## src/rtl/uart_pkg.sv

```systemverilog
// Shared UART definitions for the transmit and receive paths on the clk_uart domain.
package uart_pkg;

    localparam int unsigned UART_OVERSAMPLE = 8;
    localparam int unsigned UART_DATA_BITS  = 8;

    typedef enum logic [1:0] {
        IDLE,
        START,
        DATA,
        STOP
    } tx_state_t;

endpackage

```

## src/rtl/async_transmitter_if.sv

```systemverilog
// Byte producer to transmitter valid/ready handshake.
interface async_transmitter_if;
    import uart_pkg::*;

    logic [UART_DATA_BITS-1:0] tx_data;
    logic                      tx_valid;
    logic                      tx_ready;

    modport master (output tx_data, output tx_valid, input tx_ready);
    modport slave  (input tx_data, input tx_valid, output tx_ready);

endinterface

```

## src/rtl/uart_tx_fifo.sv

```systemverilog
// Synchronous first-word-fall-through byte FIFO with registered full/empty flags.
module uart_tx_fifo
    import uart_pkg::*;
#(
    parameter int unsigned FIFO_DEPTH = 4,
    parameter int unsigned WIDTH      = UART_DATA_BITS
) (
    input  logic             clk_uart,
    input  logic             rst_n,
    input  logic             wr_en,
    input  logic [WIDTH-1:0] wr_data,
    input  logic             rd_en,
    output logic [WIDTH-1:0] rd_data,
    output logic             full,
    output logic             empty
);

    localparam int unsigned AW = $clog2(FIFO_DEPTH);
    localparam int unsigned PW = AW + 1;

    logic [WIDTH-1:0] mem [FIFO_DEPTH];
    logic [PW-1:0]    wr_ptr;
    logic [PW-1:0]    rd_ptr;
    logic [PW-1:0]    wr_ptr_nxt;
    logic [PW-1:0]    rd_ptr_nxt;
    logic             do_wr;
    logic             do_rd;

    // Pointer advance; the extra MSB separates full from empty when the indices match.
    always_comb begin
        do_wr      = wr_en && !full;
        do_rd      = rd_en && !empty;
        wr_ptr_nxt = do_wr ? wr_ptr + PW'(1) : wr_ptr;
        rd_ptr_nxt = do_rd ? rd_ptr + PW'(1) : rd_ptr;
    end

    always_ff @(posedge clk_uart or negedge rst_n) begin
        if (!rst_n) begin
            wr_ptr <= '0;
            rd_ptr <= '0;
            full   <= 1'b0;
            empty  <= 1'b1;
        end else begin
            wr_ptr <= wr_ptr_nxt;
            rd_ptr <= rd_ptr_nxt;
            empty  <= (wr_ptr_nxt == rd_ptr_nxt);
            full   <= (wr_ptr_nxt[AW] != rd_ptr_nxt[AW]) &&
                      (wr_ptr_nxt[AW-1:0] == rd_ptr_nxt[AW-1:0]);
        end
    end

    always_ff @(posedge clk_uart) begin
        if (do_wr) begin
            mem[wr_ptr[AW-1:0]] <= wr_data;
        end
    end

    assign rd_data = mem[rd_ptr[AW-1:0]];

endmodule

```

## src/rtl/async_transmitter.sv

```systemverilog
// UART 8N1 transmitter: buffers bytes from a valid/ready port and shifts them out LSB-first.
module async_transmitter
    import uart_pkg::*;
#(
    parameter int unsigned OVERSAMPLE = UART_OVERSAMPLE,
    parameter int unsigned FIFO_DEPTH = 4
) (
    input  logic                clk_uart,
    input  logic                rst_n,
    async_transmitter_if.slave  host,
    output logic                tx,
    output logic                busy
);

    localparam int unsigned TICK_W = $clog2(OVERSAMPLE);
    localparam int unsigned BIT_W  = $clog2(UART_DATA_BITS);
    localparam logic [TICK_W-1:0] TICK_LAST = TICK_W'(OVERSAMPLE - 1);
    localparam logic [BIT_W-1:0]  BIT_LAST  = BIT_W'(UART_DATA_BITS - 1);

    tx_state_t                 state;
    tx_state_t                 state_nxt;
    logic [TICK_W-1:0]         tick;
    logic [TICK_W-1:0]         tick_nxt;
    logic [BIT_W-1:0]          bit_idx;
    logic [BIT_W-1:0]          bit_idx_nxt;
    logic [UART_DATA_BITS-1:0] shift_reg;
    logic [UART_DATA_BITS-1:0] shift_reg_nxt;
    logic                      tx_nxt;
    logic                      busy_nxt;
    logic                      tick_end;
    logic                      ready_en;
    logic                      fifo_wr;
    logic                      fifo_rd;
    logic                      fifo_full;
    logic                      fifo_empty;
    logic [UART_DATA_BITS-1:0] fifo_data;

    // ready_en keeps tx_ready low while rst_n is asserted.
    assign host.tx_ready = ready_en && !fifo_full;
    assign fifo_wr       = host.tx_valid && ready_en && !fifo_full;

    uart_tx_fifo #(
        .FIFO_DEPTH (FIFO_DEPTH),
        .WIDTH      (UART_DATA_BITS)
    ) u_fifo (
        .clk_uart (clk_uart),
        .rst_n    (rst_n),
        .wr_en    (fifo_wr),
        .wr_data  (host.tx_data),
        .rd_en    (fifo_rd),
        .rd_data  (fifo_data),
        .full     (fifo_full),
        .empty    (fifo_empty)
    );

    always_ff @(posedge clk_uart or negedge rst_n) begin
        if (!rst_n) begin
            state     <= IDLE;
            tick      <= '0;
            bit_idx   <= '0;
            shift_reg <= '0;
            tx        <= 1'b1;
            busy      <= 1'b0;
            ready_en  <= 1'b0;
        end else begin
            state     <= state_nxt;
            tick      <= tick_nxt;
            bit_idx   <= bit_idx_nxt;
            shift_reg <= shift_reg_nxt;
            tx        <= tx_nxt;
            busy      <= busy_nxt;
            ready_en  <= 1'b1;
        end
    end

    // Next state; tx is derived from the current state so the line lags the FSM by one edge.
    always_comb begin
        state_nxt     = state;
        tick_nxt      = tick;
        bit_idx_nxt   = bit_idx;
        shift_reg_nxt = shift_reg;
        fifo_rd       = 1'b0;
        tx_nxt        = 1'b1;
        tick_end      = (tick == TICK_LAST);

        if (state != IDLE) begin
            tick_nxt = tick_end ? '0 : tick + TICK_W'(1);
        end

        case (state)
            IDLE: begin
                if (!fifo_empty) begin
                    fifo_rd       = 1'b1;
                    shift_reg_nxt = fifo_data;
                    state_nxt     = START;
                end
            end
            START: begin
                if (tick_end) begin
                    state_nxt   = DATA;
                    bit_idx_nxt = '0;
                end
            end
            DATA: begin
                if (tick_end) begin
                    if (bit_idx == BIT_LAST) begin
                        state_nxt = STOP;
                    end else begin
                        bit_idx_nxt = bit_idx + BIT_W'(1);
                    end
                end
            end
            STOP: begin
                // Chaining straight into START keeps the frame period at 10 bits.
                if (tick_end) begin
                    if (!fifo_empty) begin
                        fifo_rd       = 1'b1;
                        shift_reg_nxt = fifo_data;
                        state_nxt     = START;
                    end else begin
                        state_nxt = IDLE;
                    end
                end
            end
            default: state_nxt = IDLE;
        endcase

        case (state)
            START:   tx_nxt = 1'b0;
            DATA:    tx_nxt = shift_reg[bit_idx];
            default: tx_nxt = 1'b1;
        endcase

        busy_nxt = (state != IDLE) || !fifo_empty;
    end

endmodule
```

## src/flat_wrapper.sv

```systemverilog
// flat-port wrapper written by rule: the top's interface ports become plain ports
module async_transmitter_flat import uart_pkg::*;
#(
    parameter int unsigned OVERSAMPLE = UART_OVERSAMPLE,
    parameter int unsigned FIFO_DEPTH = 4
)
  (clk_uart, rst_n, tx, busy, host_tx_data, host_tx_valid, host_tx_ready);
  async_transmitter_if host_i ();
  input  logic clk_uart;
  input  logic rst_n;
  output logic tx;
  output logic busy;
  input wire logic [$bits(host_i.tx_data)-1:0] host_tx_data;
  input wire logic [$bits(host_i.tx_valid)-1:0] host_tx_valid;
  output wire logic [$bits(host_i.tx_ready)-1:0] host_tx_ready;
  assign host_i.tx_data = host_tx_data;
  assign host_i.tx_valid = host_tx_valid;
  assign host_tx_ready = host_i.tx_ready;
  async_transmitter #(.OVERSAMPLE(OVERSAMPLE), .FIFO_DEPTH(FIFO_DEPTH)) u_core (.clk_uart(clk_uart), .rst_n(rst_n), .host(host_i), .tx(tx), .busy(busy));
endmodule
```

## config.mk

```make
export PLATFORM = sky130hd
export DESIGN_NAME = async_transmitter_flat
export DESIGN_NICKNAME = d
export VERILOG_FILES = /design/src/rtl/uart_pkg.sv /design/src/rtl/async_transmitter_if.sv /design/src/rtl/uart_tx_fifo.sv /design/src/rtl/async_transmitter.sv /design/src/flat_wrapper.sv
export SDC_FILE = /design/constraint.sdc
export NUM_CORES = 1
export LEC_CHECK = 0
export CAP_MARGIN = 20
export CORE_MARGIN = 3
export CORE_UTILIZATION = 63
export CTS_CLUSTER_DIAMETER = 50
export DETAILED_ROUTE_END_ITERATION = 8
export PLACE_DENSITY = 0.83
export SLEW_MARGIN = 0
export SYNTH_ARGS = -nofsm -noshare
export SYNTH_HDL_FRONTEND = slang
export SYNTH_SLANG_ARGS = --single-unit
```

## constraint.sdc

```tcl
create_clock -name clk_uart -period 5.48 [get_ports clk_uart]
set_input_delay 1.096 -clock clk_uart [delete_from_list [all_inputs] [get_ports clk_uart]]
set_output_delay 1.096 -clock clk_uart [all_outputs]
set_load 0.1 [all_outputs]
```

==> results_dict.tcl, run 1 <==
set metrics [dict create \
    maxSlewHeadroom 0.351 \
    design.core.area_um2 3830 \
    n_antenna_cell 0 \
    hp-class "reg -> reg" \
    synthMostInstantiatedCell "edfxtp_1" \
    clockBufferDepth 2 \
    synth-seq-area-share 0.631 \
    synthDistinctLibCells 36 \
    grt_overflow 0 \
    grt_pass1_wl_um 7170 \
    syn_to_final_growth_pct 13.9 \
    hold_viol_final 0 \
    path_max_fanout 3 \
    routed_wl_um 4140 \
    final-setup-viol-count 0 \
    final_area_um2 2960 \
    dr.first_iter.drc_count 58 \
    share_comb_of_total_power 0.148 \
    placementRows 22 \
    grt_max_degree 28 \
    root_buffer "clkbuf_8" \
    final_antenna_net_count 0 \
    synthFlopType "edfxtp_1" \
    worst_clock_skew_ns 0.00826 \
    route.detailed.drc 0 \
    cap_violations 0 \
    synthAdderAreaFrac 0.0675 \
    synth_compound_area_frac 0.0559 \
    irDropWorstVdd_v 0.000321 \
    cts-htree-levels 3 \
    dieArea_um2 4930 \
    drive_gt1_frac 0.249 \
    cts.sinks 59 \
    power_frac_seq 0.505 \
    startpoint_type "flop" \
    yosysTopAreaCellShare 0.370 \
    final_max_slew_viol_count 0 \
    setup_tns_ns 0 \
    postCtsSetupBuffers 0 \
    drt_pass1_iterations 4 \
    insertion_delay_ns 0.33 \
    initial_utilization 0.679 \
    gp_congestion 0.778 \
    clk_pin_slew_ns 0.06 \
    crit_type "reg -> out" \
    yosys.area_share.simple 0.0559 \
    p_sw_uw 273 \
    cts_resized 0 \
    internal-power_uw 789 \
    cts_hold_buf 0 \
    viasPerCell 5.86 \
    die_h_um 70.2 \
    worst_slew_pin_slew_ns 0.971 \
    dp_hpwl_um 3000 \
    synth_mux_area_frac 0.147 \
    status "finished clean" \
    synth_top_family_by_area "multiplexers" \
    ios 14 \
    arrival_ns 2.06 \
    async_reset_ff_frac 0.458 \
    post_drt_wl_per_cell_um 18.1 \
    sw_frac_of_total 0.257 \
    placed_cell_area_um2 2770 \
    chipWidth_um 70.2 \
    synthTopCellsByArea "edfxtp_1 (37%), dfrtp_1 (24%), mux4_2 (8.7%)" \
    finalCriticalPeriod_ns 3.16 \
    grt_pass1_vias 1498 \
    antenna_found_initial 0 \
    finalCritPeriodShare 0.577 \
    timing.fmax_ghz 0.316 \
    synthXorXnorAreaFrac 0.0227 \
    grt_setup_unrepaired "no" \
    largest_reg_flops 32 \
    ys_ff_latch 59 \
    numPortBuffers 13 \
    fin_cells 229 \
    cp.required_ns 4.38 \
    place_inst 213 \
    cp-end-kind "output port" \
    numCtsBuffers 9 \
    synth-edff-count 32 \
    vias 1343 \
    whs_ns 0.497 \
    grt_usage 0.198 \
    synth_area_per_cell_um2 16.9 \
    worst-r2r-cell-count 6 \
    place_ws_ns 2.68 \
    clockPowerShare 0.347 \
    synth_commonest_cells "edfxtp_1 (32), dfrtp_1 (25), ha_1 (14), mux2_2 (14), mux4_2 (10)" \
    cts_tree "done" \
    synth_area_leader_cell "edfxtp_1" \
    power.density_nw_per_um2 359 \
    leakage_nw 1.17 \
    whs_path_depth 1 \
    syn-instance-count 154 \
    synth_area_um2 2600 \
    final.setup.worst_slack_ns 2.32 \
    synth_fp_nets 179 \
    yosysWarnings 0 \
    fin_nets 201 \
]
==> kinds of logic (layout without fill, tap and decap cells) <==
logic type | count (synthesis) | after routing
xor gates and xnor gates | 5 | 5
DFF | 59 | 59
and+or+nand+nor | 22 | 22
buffers and inverters | 10 | 37
muxes | 24 | 24
adders and majority gates | 14 | 14
AOI/OAI and AO/OA | 19 | 19
other | 1 | 1
==> path summary, 6_finish.rpt <==
kind                       slack (ns)                           endpoint                               from
setup / recovery                 2.32                      host_tx_ready          u_core.ready_en$_DFF_PN0_
min in group asynchronous        1.14      u_core.bit_idx[1]$_DFFE_PN0P_                              rst_n
setup reg to reg                 3.42       u_core.u_fifo.full$_DFF_PN0_         u_core.tick[0]$_DFFE_PN0P_
hold reg to reg                  0.50  u_core.u_fifo.wr_ptr[2]$_DFF_PN0_  u_core.u_fifo.wr_ptr[2]$_DFF_PN0_
max in group asynchronous        4.03      u_core.u_fifo.empty$_DFF_PN1_                              rst_n
hold / removal                   0.50  u_core.u_fifo.wr_ptr[2]$_DFF_PN0_  u_core.u_fifo.wr_ptr[2]$_DFF_PN0_
==> cells in the final DEF (no fill, tap or decap), types with 2 or more instances in the layout <==
cell	synthesis	layout
a21o_1	2	2
a22o_1	5	5
and2_1	3	3
and3_1	2	2
clkbuf_8	0	9
clkdlybuf4s50_1	0	13
clkinv_2	0	3
dfrtp_1	25	25
dfstp_2	2	2
edfxtp_1	32	32
ha_1	14	14
inv_1	7	7
mux2_2	14	14
mux4_2	10	10
nand2_1	6	6
nor2b_1	3	3
nor3_1	2	2
o211ai_1	2	2
o21ai_0	3	3
xnor2_1	2	2
xor2_1	2	2
==> stage by stage <==
stage | total power, mW | utilization
detailed placement | 0.702 | 0.725
floorplan | 0.649 | -
finish | 1.06 | 0.773
CTS | 1.07 | 0.773
global route | 1.11 | 0.773
global placement | 0.683 | 0.725
==> layer usage <==
metal / global-route usage / part of all wire
met1: 0.240 / 0.43
met2: 0.315 / 0.51
met3: 0.0647 / 0.034
met4: 0.106 / 0.025
met5: 0 / 0
==> power by group through the flow <==
stage	sequential, mW	combinational, mW	clock, mW
after floorplan	0.538	0.111	0
after detailed placement	0.545	0.156	0
final	0.537	0.157	0.368
after CTS	0.537	0.158	0.375
after global routing	0.540	0.170	0.395
after global placement	0.542	0.142	0
==> area by class of cell <==
cell class / count / area (um2)
multi-input cells: 85 / 911
inverters: 7 / 26.3
clock inverters: 6 / 56.3
well taps: 48 / 60.1
flip-flops and latches: 59 / 1640
repair buffers: 14 / 138
clock buffers: 10 / 128
fillers: 210 / 868
==> critical path, cell delays in order, from the launching register on <==
cell,delay (ns)
dfrtp_1,0.38
nor2b_1,0.20
clkdlybuf4s50_1,1.16
Power figures use the tool's default switching activity.
==> inputs of run 2 (changes only) <==
--- a/config.mk
+++ b/config.mk
@@ -7,10 +7,10 @@
 export LEC_CHECK = 0
 export CAP_MARGIN = 20
 export CORE_MARGIN = 3
-export CORE_UTILIZATION = 63
+export CORE_UTILIZATION = 53
 export CTS_CLUSTER_DIAMETER = 50
 export DETAILED_ROUTE_END_ITERATION = 8
-export PLACE_DENSITY = 0.83
+export PLACE_DENSITY = 0.75
 export SLEW_MARGIN = 0
 export SYNTH_ARGS = -nofsm -noshare
 export SYNTH_HDL_FRONTEND = slang
==> constraint.sdc (replaced) <==
create_clock -name clk_uart -period 2.7 [get_ports clk_uart]
set_input_delay 0.54 -clock clk_uart [delete_from_list [all_inputs] [get_ports clk_uart]]
set_output_delay 0.54 -clock clk_uart [all_outputs]
set_load 0.1 [all_outputs]
==> run 2 against run 1 <==
Compared with the run above: sequential share of layout area down 1.5 points; register-to-register slack worse by 2.8 ns; clock power rose to 2.8 times the previous value; cell count up 7.4%; largest cell class unchanged; non-clock buffer count unchanged.
==> results_dict.tcl, run 2 (synthesis results as in run 1) <==
set metrics [dict create \
    numCtsBuffers 9 \
    cts_hold_buf 0 \
    final_max_slew_viol_count 0 \
    syn_to_final_growth_pct 17.2 \
    finalCriticalPeriod_ns 2.05 \
    whs_ns 0.474 \
    final_cell_mix "edfxtp_1 (32), dfrtp_1 (25), mux2_2 (14), ha_1 (14)" \
    largest_reg_flops 32 \
    grt_overflow 0 \
    design.core.area_um2 4530 \
    numPortBuffers 13 \
    seq_area_um2 1640 \
    grt_pass1_wl_um 7200 \
    worst_clock_skew_ns 0.00639 \
    cts-htree-levels 3 \
    final_antenna_net_count 0 \
    placementRows 24 \
    n_antenna_cell 0 \
    cp_top_family "compound AO/OA/AOI/OAI gates" \
    finalCritPeriodShare 0.760 \
    route.detailed.drc 0 \
    path_cells "ha_1, ha_1, a21o_1, a221o_1, xor2_1, nor4b_4" \
    crit_start "u_core.tick[0]$_DFFE_PN0P_" \
    regToRegStartpoint "u_core.tick[0]$_DFFE_PN0P_" \
    timing.fmax_ghz 0.488 \
    cp-end-kind "flop" \
    worstHoldStart "u_core.u_fifo.rd_ptr[2]$_DFF_PN0_" \
    setup_tns_ns 0 \
    path_max_fanout 8 \
    clockBufferDepth 2 \
    dp_hpwl_um 2940 \
    fin_nets 201 \
    leakage_nw 1.21 \
    grt_setup_unrepaired "no" \
    status "finished clean" \
    n_fill_cell 311 \
    die_h_um 76.0 \
    ios 14 \
    clk_pin_slew_ns 0.06 \
    mostFrequentLayoutCell "edfxtp_1" \
    chipWidth_um 76.0 \
    hp-class "reg -> reg" \
    grt_pass1_vias 1463 \
    arrival_ns 2.25 \
    grt_usage 0.163 \
    fin_cells 246 \
    worst_slew_pin_slew_ns 0.677 \
    maxSlewHeadroom 0.546 \
    vias 1367 \
    gp_congestion 0.701 \
    crit_buf_inv 0 \
    crit_type "reg -> reg" \
    dieArea_um2 5770 \
    cpMostUsedCell "ha_1" \
    cts.sinks 59 \
    power.density_nw_per_um2 795 \
    antenna_found_initial 0 \
    place_inst 230 \
    cp.required_ns 2.90 \
    grt_max_degree 28 \
    dr.first_iter.drc_count 64 \
    cts_resized 0 \
    drt_pass1_iterations 4 \
    viasPerCell 5.56 \
    cts_tree "done" \
    initial_utilization 0.573 \
    drive_gt1_frac 0.260 \
    p_total_mw 2.42 \
    insertion_delay_ns 0.33 \
    cp_slowest_stage_delay_ns 0.39 \
    hold_viol_final 0 \
    irDropWorstVdd_v 0.000425 \
    cpMaxStageDelayCell "dfrtp_1" \
    root_buffer "clkbuf_8" \
    routed_wl_um 4120 \
    multiInputGateArea_um2 911 \
    postCtsSetupBuffers 0 \
    post_drt_wl_per_cell_um 16.8 \
    startpoint_type "flop" \
    final-setup-viol-count 0 \
    cap_violations 0 \
]
==> run 2: cell count changes in the layout (fill, tap and decap cells not counted) <==
cell             before  now
clkdlybuf4s50_1      13   10
clkinv_1              1    2
clkinvlp_4            1    0
buf_4                 1    4
bufinv_16             1    4
clkinv_2              3    0
==> run 2: worst paths after layout <==
path | endpoint | slack, ns | cells after the start
max in group asynchronous | u_core.u_fifo.empty$_DFF_PN1_ | 1.82 | 2
min in group asynchronous | u_core.shift_reg[4]$_DFFE_PN0P_ | 0.58 | 2
worst min register to register | u_core.u_fifo.rd_ptr[2]$_DFF_PN0_ | 0.47 | 1
worst min-delay path | u_core.u_fifo.rd_ptr[2]$_DFF_PN0_ | 0.47 | 1
worst max-delay path | u_core.u_fifo.full$_DFF_PN0_ | 0.65 | 6
worst max register to register | u_core.u_fifo.full$_DFF_PN0_ | 0.65 | 6
==> run 2: metrics by stage <==
| step | util | worst slack (ns) | cell area (um2) |
|---|---|---|---|
| 6_report | 0.671 | 0.649 | 3040 |
| 5_1_grt | 0.671 | 0.563 | 3040 |
| 4_1_cts | 0.671 | 0.630 | 3040 |
| 3_5_place_dp | 0.615 | 0.409 | 2790 |
| 3_3_place_gp | 0.615 | 0.536 | 2790 |
| 2_1_floorplan | - | 0.454 | 2600 |
==> run 2: area by class of cell <==
type	count	area share
inverter	7	0.00863
timing repair buffer	14	0.0428
tap	65	0.0267
clock buffer	10	0.0419
multi-input combinational	85	0.299
sequential	59	0.539
clock inverter	6	0.0419
==> run 2: per-layer routing <==
layer  GRT usage  part of all wire
met2       0.260              0.50
met5           0                 0
met3      0.0579             0.040
met4      0.0652             0.018
met1       0.204              0.44
==> run 2: where the power goes <==
part / switching, mW / total [mW] / internal, mW
clock network: 0.324 / 1.03 / 0.701
registers: 0.0418 / 1.09 / 1.05
logic: 0.175 / 0.304 / 0.129
total: 0.542 / 2.42 / 1.88
==> inputs of run 3 (changes only) <==
==> constraint.sdc (replaced) <==
create_clock -name clk_uart -period 1.6 [get_ports clk_uart]
set_input_delay 0.32 -clock clk_uart [delete_from_list [all_inputs] [get_ports clk_uart]]
set_output_delay 0.32 -clock clk_uart [all_outputs]
set_load 0.1 [all_outputs]
==> run 3 against run 2 <==
Compared with the run above: the flow now finishes with violations (negative setup slack); sequential cell count stayed put; fmax up 14%; critical path type unchanged; register-to-register slack worse by 0.85 ns; combinational power rose by 120%; first-iteration DRC count fell by 34%; core utilization up 8.9 points; clock skew down 0.0024 ns; non-clock buffer count increased by 28; count of clock-buffer cells in the layout rose by 2; total power up 62%.
==> results_dict.tcl, run 3 (synthesis results as in run 1) <==
set metrics [dict create \
    grt_pass1_vias 1621 \
    initial_utilization 0.573 \
    fin_nets 229 \
    clockBufferDepth 2 \
    p_sw_uw 990 \
    antenna_found_initial 0 \
    n_fill_cell 265 \
    path_max_fanout 4 \
    r2r-end "u_core.u_fifo.full$_DFF_PN0_" \
    startpoint_type "flop" \
    placed_cell_area_um2 3100 \
    cap_violations 0 \
    worst_clock_skew_ns 0.00400 \
    viasPerCell 5.28 \
    cts_hold_buf 0 \
    power_frac_seq 0.472 \
    die_h_um 76.0 \
    worst-r2r-cell-count 6 \
    dieArea_um2 5770 \
    fin_cells 274 \
    place_inst 255 \
    timing.fmax_ghz 0.556 \
    placementRows 24 \
    whs_ns 0.356 \
    final_util 0.760 \
    status "finished, violations left" \
    p_total_mw 3.91 \
    finalCriticalPeriod_ns 1.80 \
    leakage_nw 1.42 \
    grt_pass1_wl_um 7690 \
    rrSetupSlack_ns -0.20 \
    design.core.area_um2 4530 \
    regToRegStartpoint "u_core.tick[1]$_DFFE_PN0P_" \
    mostFrequentLayoutCell "edfxtp_1" \
    post_drt_wl_per_cell_um 17.0 \
    vias 1448 \
    final-setup-viol-count 13 \
    chipWidth_um 76.0 \
    cts-htree-levels 3 \
    hp-class "in -> async" \
    arrival_ns 2.04 \
    crit_start "u_core.tick[1]$_DFFE_PN0P_" \
    hold_viol_final 0 \
    drt_pass1_iterations 4 \
    violations "negative setup slack" \
    ios 14 \
    share_comb_of_total_power 0.172 \
    route.detailed.drc 0 \
    final_area_um2 3450 \
    numCtsBuffers 9 \
    finalCritPeriodShare 1.12 \
    gp_congestion 0.731 \
    cts.sinks 59 \
    cts_tree "done" \
    largest_reg_flops 32 \
    numPortBuffers 13 \
    cp.required_ns 1.85 \
    grt_usage 0.177 \
    final_antenna_net_count 0 \
    grt_overflow 0 \
    routed_wl_um 4670 \
    n_antenna_cell 0 \
    clk_pin_slew_ns 0.07 \
    grt_max_degree 28 \
    syn_to_final_growth_pct 32.8 \
    final_cell_mix "edfxtp_1 (32), dfrtp_1 (25), buf_4 (20), ha_1 (11), clkbuf_8 (11)" \
    drive_gt1_frac 0.435 \
    root_buffer "clkbuf_8" \
    insertion_delay_ns 0.34 \
    dr.first_iter.drc_count 42 \
    sw_frac_of_total 0.253 \
    dp_hpwl_um 3140 \
    final_max_slew_viol_count 0 \
    clockPowerShare 0.356 \
    crit_type "reg -> reg" \
    irDropWorstVdd_v 0.000969 \
    setup_tns_ns -1.41 \
    power.density_nw_per_um2 1140 \
    place_ws_ns -0.340 \
    grt_setup_unrepaired "yes" \
    final.setup.worst_slack_ns -0.198 \
    internal-power_mw 2.92 \
    cp-end-kind "flop" \
]
-- run 3: per-layer routing --
| metal | global-route usage | share of wire |
|---|---|---|
| met1 | 0.217 | 0.45 |
| met2 | 0.283 | 0.51 |
| met3 | 0.0721 | 0.033 |
| met4 | 0.0670 | 0.012 |
| met5 | 0 | 0 |
-- run 3: power by group through the flow --
stage / Sequential, mW / Combinational [mW] / Clock [mW]
after CTS: 1.84 / 0.672 / 1.40
after global placement: 1.86 / 0.639 / 0
after global routing: 1.86 / 0.737 / 1.48
after floorplan: 1.85 / 0.412 / 0
after detailed placement: 1.87 / 0.670 / 0
final: 1.85 / 0.671 / 1.39
-- run 3: worst max path at each step --
stage,to,slack (ns),depth (start not counted)
final,u_core.u_fifo.full$_DFF_PN0_,-0.20,6
after global routing,u_core.u_fifo.full$_DFF_PN0_,-0.27,6
after detailed placement,u_core.u_fifo.empty$_DFF_PN1_,-0.34,5
after CTS,u_core.u_fifo.full$_DFF_PN0_,-0.20,6
after floorplan,u_core.u_fifo.full$_DFF_PN0_,-0.19,7
after global placement,u_core.u_fifo.empty$_DFF_PN1_,-0.26,5
-- run 3: repair_timing --
action,4_1_cts,5_1_grt
pin swaps,3,4
hold endpoints to repair,0,0
setup buffers,3,0
gates resized for setup,12,16
setup endpoints to repair,13,16
-- run 3: cell type report --
class	count	area [um2]	area share
inverter	7	26.3	0.00762
clock inverter	4	50.0	0.0145
timing repair buffer	42	455	0.132
clock buffer	12	155	0.0450
tap	65	81.3	0.0236
multi-input combinational	85	1040	0.302
sequential	59	1640	0.475
-- run 3: critical path, cell delays in order, from the launching register on --
cell	delay, ns
dfrtp_1	0.38
ha_2	0.20
ha_4	0.17
a21o_1	0.19
a221o_1	0.36
xor2_2	0.19
nor4b_4	0.22
==> RTL change 1, RTL diff (settings of run 3) <==
`shift_reg` no longer has a reset.
--- a/src/rtl/async_transmitter.sv
+++ b/src/rtl/async_transmitter.sv
@@ -58,7 +58,6 @@
             state     <= IDLE;
             tick      <= '0;
             bit_idx   <= '0;
-            shift_reg <= '0;
             tx        <= 1'b1;
             busy      <= 1'b0;
             ready_en  <= 1'b0;
@@ -66,11 +65,14 @@
             state     <= state_nxt;
             tick      <= tick_nxt;
             bit_idx   <= bit_idx_nxt;
-            shift_reg <= shift_reg_nxt;
             tx        <= tx_nxt;
             busy      <= busy_nxt;
             ready_en  <= 1'b1;
         end
+    end
+
+    always_ff @(posedge clk_uart) begin
+        shift_reg <= shift_reg_nxt;
     end
 
     // Next state; tx is derived from the current state so the line lags the FSM by one edge.
Behaviour: same outputs for any inputs over 10 cycles, from zero or initial values and one cycle with rst_n low; that may be too few to reach the edited logic, so the function may still have changed.
==> RTL change 1 against run 3 <==
The flow still finishes with violations (setup timing). Count of clock-buffer cells in the layout stayed put. Wire length shrank 3.1%. Cell area down 2.4%. Synthesized area shrank 1.4%. Sequential cell count did not move. Power down 6.9%. Final cell count fell by 5.8%. Worst setup slack better by 65 ps. Critical path type unchanged. Largest cell class unchanged.
==> RTL change 1: results (changes against run 3) <==
[cells_and_area]
layoutNonFillerInstCount = 258  ; -5.8%
drive_gt1_share_pct = 44.17  ; +0.63 points

[routing]
detail_route.iter0.violations = 75  ; +79%
via_per_inst = 5.531  ; +4.7%

[sta]
timing.final.setup_violations = 13  ; unchanged
layout_setup_ws_ps = -132.6  ; +65.39 ps
final.setup_skew_ps = 6.688  ; +2.684 ps

[pwr]
totalPowerFinal_mw = 3.642  ; -6.9%
ir_drop_uv = 864.6  ; -11%
sw_share_pct = 25.77  ; +0.48 points
cellLeakagePower_nw = 1.314  ; -7.5%

[status]
run_status = finished with violations
violations = setup timing

[critical_path]
worstPathMaxFanout = 5  ; +1
path_delay_family = simple AND/OR/NAND/NOR gates

[placed_design]
place.gp.congestion = 0.8256  ; +13%
dp_slack_ps = -363.1  ; -23.43 ps

[global_route]
vias_in_the_first_global_route = 1549  ; -4.4%
track_usage_pct = 17.85  ; +0.16 points
grt_pass1_wl_um = 7093  ; -7.7%

[synth]
synth_edf_count = 40  ; +25%
syn-num-nets = 171  ; -4.5%
synth_top_cells_by_area = sky130_fd_sc_hd__edfxtp_1 (47%), sky130_fd_sc_hd__dfrtp_1 (17%), sky130_fd_sc_hd__mux4_2 (8.8%), sky130_fd_sc_hd__ha_1 (6.8%), sky130_fd_sc_hd__dfstp_2 (2.1%)
post_synth_fa_ha_maj_area_fraction_pct = 6.843  ; +0.096 points
synth.cells.most_frequent = sky130_fd_sc_hd__edfxtp_1 (40), sky130_fd_sc_hd__dfrtp_1 (17), sky130_fd_sc_hd__ha_1 (14)
synth_compound_gate_area_share_pct = 6.500  ; +0.91 points
synth.distinct_cells = 42  ; +17%
synth.mux.area_fraction_pct = 10.95  ; -3.8 points

[clocking]
insertion_delay_ps = 320  ; -20 ps

## RTL change 1: timing repair
item	CTS	global route
buffers inserted	6	4
gates resized for setup	7	10
pin swaps	5	10
endpoints found under the setup margin	12	16
## RTL change 1: kinds of logic (layout without fill, tap and decap cells)
group	after synthesis	after routing
buf+inv	11	71
flops	59	59
fa+ha+maj	14	14
other cells	1	1
compound gates	21	21
xor+xnor	5	5
mux	15	15
simple gates	20	20
## RTL change 1: per-layer routing
layer  up-vias  GRT usage [%]  part of all wire (%)
li1        680              -                     -
met1       713          20.94                    41
met2        24          28.76                    54
met3        10          3.826                   3.1
met4         0          13.40                   1.8
met5         -              0                     0
## RTL change 1: cell type report
| cell class | count | area (um^2) |
|---|---|---|
| clock inverters | 3 | 16.27 |
| flip-flops and latches | 59 | 1679 |
| repair buffers | 48 | 480.5 |
| multi-input cells | 76 | 957.2 |
| well taps | 52 | 65.06 |
| clock buffers | 12 | 135.1 |
| fillers | 270 | 1139 |
| inverters | 8 | 32.53 |
## RTL change 1: how the worst max path moves through the flow
stage	start	endpoint	slack, ps	cells after the start
detailed placement	host_tx_valid	u_core.u_fifo.empty$_DFF_PN1_	-360	5
floorplan	u_core.state[0]$_DFFE_PN0P_	u_core.u_fifo.full$_DFF_PN0_	-50	6
CTS	u_core.state[1]$_DFFE_PN0P_	u_core.u_fifo.full$_DFF_PN0_	-200	6
global placement	host_tx_valid	u_core.u_fifo.empty$_DFF_PN1_	-270	5
global route	u_core.tick[0]$_DFFE_PN0P_	u_core.u_fifo.full$_DFF_PN0_	-220	6
finish	u_core.state[1]$_DFFE_PN0P_	u_core.u_fifo.full$_DFF_PN0_	-130	6
==> RTL change 2, RTL diff (settings of run 3) <==
Made on the original files. `FIFO_DEPTH` is set to 4 in 3 places; all go to 8.
--- a/src/rtl/uart_tx_fifo.sv
+++ b/src/rtl/uart_tx_fifo.sv
@@ -2,7 +2,7 @@
 module uart_tx_fifo
     import uart_pkg::*;
 #(
-    parameter int unsigned FIFO_DEPTH = 4,
+    parameter int unsigned FIFO_DEPTH = 8,
     parameter int unsigned WIDTH      = UART_DATA_BITS
 ) (
     input  logic             clk_uart,
--- a/src/rtl/async_transmitter.sv
+++ b/src/rtl/async_transmitter.sv
@@ -3,7 +3,7 @@
     import uart_pkg::*;
 #(
     parameter int unsigned OVERSAMPLE = UART_OVERSAMPLE,
-    parameter int unsigned FIFO_DEPTH = 4
+    parameter int unsigned FIFO_DEPTH = 8
 ) (
     input  logic                clk_uart,
     input  logic                rst_n,
--- a/src/flat_wrapper.sv
+++ b/src/flat_wrapper.sv
@@ -2,7 +2,7 @@
 module async_transmitter_flat import uart_pkg::*;
 #(
     parameter int unsigned OVERSAMPLE = UART_OVERSAMPLE,
-    parameter int unsigned FIFO_DEPTH = 4
+    parameter int unsigned FIFO_DEPTH = 8
 )
   (clk_uart, rst_n, tx, busy, host_tx_data, host_tx_valid, host_tx_ready);
   async_transmitter_if host_i ();
Check against the original RTL: not equivalent (a bounded check fails within 10 cycles, from zero or initial values and one cycle with rst_n low).
==> RTL change 2 against run 3 <==
The flow still finishes with violations (setup timing). Sequential cell count is 34 higher. Synthesized area is 53% higher. Highest routed layer unchanged. Worst setup slack better by 14 ps. Cell area is 42% higher. Wire length is 50% higher. Die area is 48% higher. Clock power is 9% higher. Power is 35% higher.
==> RTL change 2: results (changes against run 3) <==
[status]
run_status = finished with violations
violations = setup timing

[routing]
detail_route.iter0.violations = 103  ; +150%
met3WireLength_um = 251  ; +61%
wl_um = 6984  ; +50%

[global_route]
grt_util_met3_pct = 3.168  ; -4.0 points
groute.layer.met2.usage_pct = 28.70  ; +0.42 points
track_usage_pct = 18.02  ; +0.33 points
maximum_number_of_pins_on_one_net_before_global_route_repair = 30  ; +7.1%
grt_pass1_wl_um = 11380  ; +48%
grtUsageMet1_pct = 23.76  ; +2.1 points

[placed_design]
place.gp.congestion = 0.7616  ; +4.2%
post-dp-hpwl_um = 4733  ; +51%
dp_slack_ps = -335.8  ; +3.842 ps

[sta]
setup_total_negative_slack_ps = -349.1  ; +1056 ps
final.setup_skew_ps = 8.726  ; +4.722 ps
timing.final.setup_violations = 2  ; -11
layout_setup_ws_ps = -184.2  ; +13.77 ps

[synth]
synth-async-reset-ratio_pct = 31.18  ; -15 points
ys_seq_area_share_pct = 66.88  ; +3.7 points
synth.distinct_cells = 40  ; +11%
synth_edf_count = 64  ; +100%
syn-num-nets = 257  ; +44%
synth_top_cells_by_area = sky130_fd_sc_hd__edfxtp_1 (49%), sky130_fd_sc_hd__dfrtp_1 (17%), sky130_fd_sc_hd__mux4_2 (10%), sky130_fd_sc_hd__ha_1 (3.5%), sky130_fd_sc_hd__mux2i_1 (2.5%)
post_synth_fa_ha_maj_area_fraction_pct = 3.473  ; -3.3 points
synth_compound_gate_area_share_pct = 4.642  ; -0.95 points
synth.mux.area_fraction_pct = 13.96  ; -0.79 points

[cells_and_area]
fraction_of_area_in_multi_input_gates_pct = 28.37  ; -1.8 points
nNonClkBuffers = 53  ; +26%
largest_register_ff_count = 64  ; +100%
num-nonclk-inverters = 6  ; -1
register_area_um2 = 2651  ; +62%
sequential_cell_total = 93  ; +58%
design.final.nets = 315  ; +38%
area_share_clock_buf_inv_pct = 4.119  ; -1.8 points

[pwr]
cellLeakagePower_nw = 1.844  ; +30%
ir_drop_uv = 778.6  ; -20%
sw_share_pct = 27.83  ; +2.5 points

[floorplanning]
tapcell.inserted = 96  ; +48%

[critical_path]
worstPathMaxFanout = 5  ; +1
max_stage_delay_ps = 410  ; +30 ps
timing.reg2reg.worst_path_depth = 7  ; +1
cp-startpoint = u_core.state[0]$_DFFE_PN0P_

[clocking]
clkTransAtPathRegs_ps = 100  ; +30 ps

-- RTL change 2: power by group through the flow --
stage	clock network [mW]	logic, mW	registers (mW)
global placement	0	0.833	2.92
floorplan	0	0.512	2.93
detailed placement	0	0.858	2.93
finish	1.52	0.890	2.87
global route	1.67	0.968	2.89
CTS	1.56	0.893	2.87
-- RTL change 2: what timing repair did --
item	CTS	global route
endpoints found under the setup margin	16	72
pin swaps	11	0
hold endpoints to repair	0	0
gates resized for setup	16	16
gates cloned	0	1
buffers inserted	3	2
-- RTL change 2: stage by stage --
| step | hold WS, ps | total power [mW] | cells | utilization [%] |
|---|---|---|---|---|
| floorplan | 24.41 | 3.438 | 235 | - |
| global placement | 456.6 | 3.752 | 372 | 64.72 |
| detailed placement | 457.2 | 3.784 | 372 | 64.72 |
| CTS | 301.9 | 5.326 | 391 | 68.75 |
| global route | 312.2 | 5.529 | 394 | 69.68 |
| finish | 308.8 | 5.284 | 394 | 69.68 |
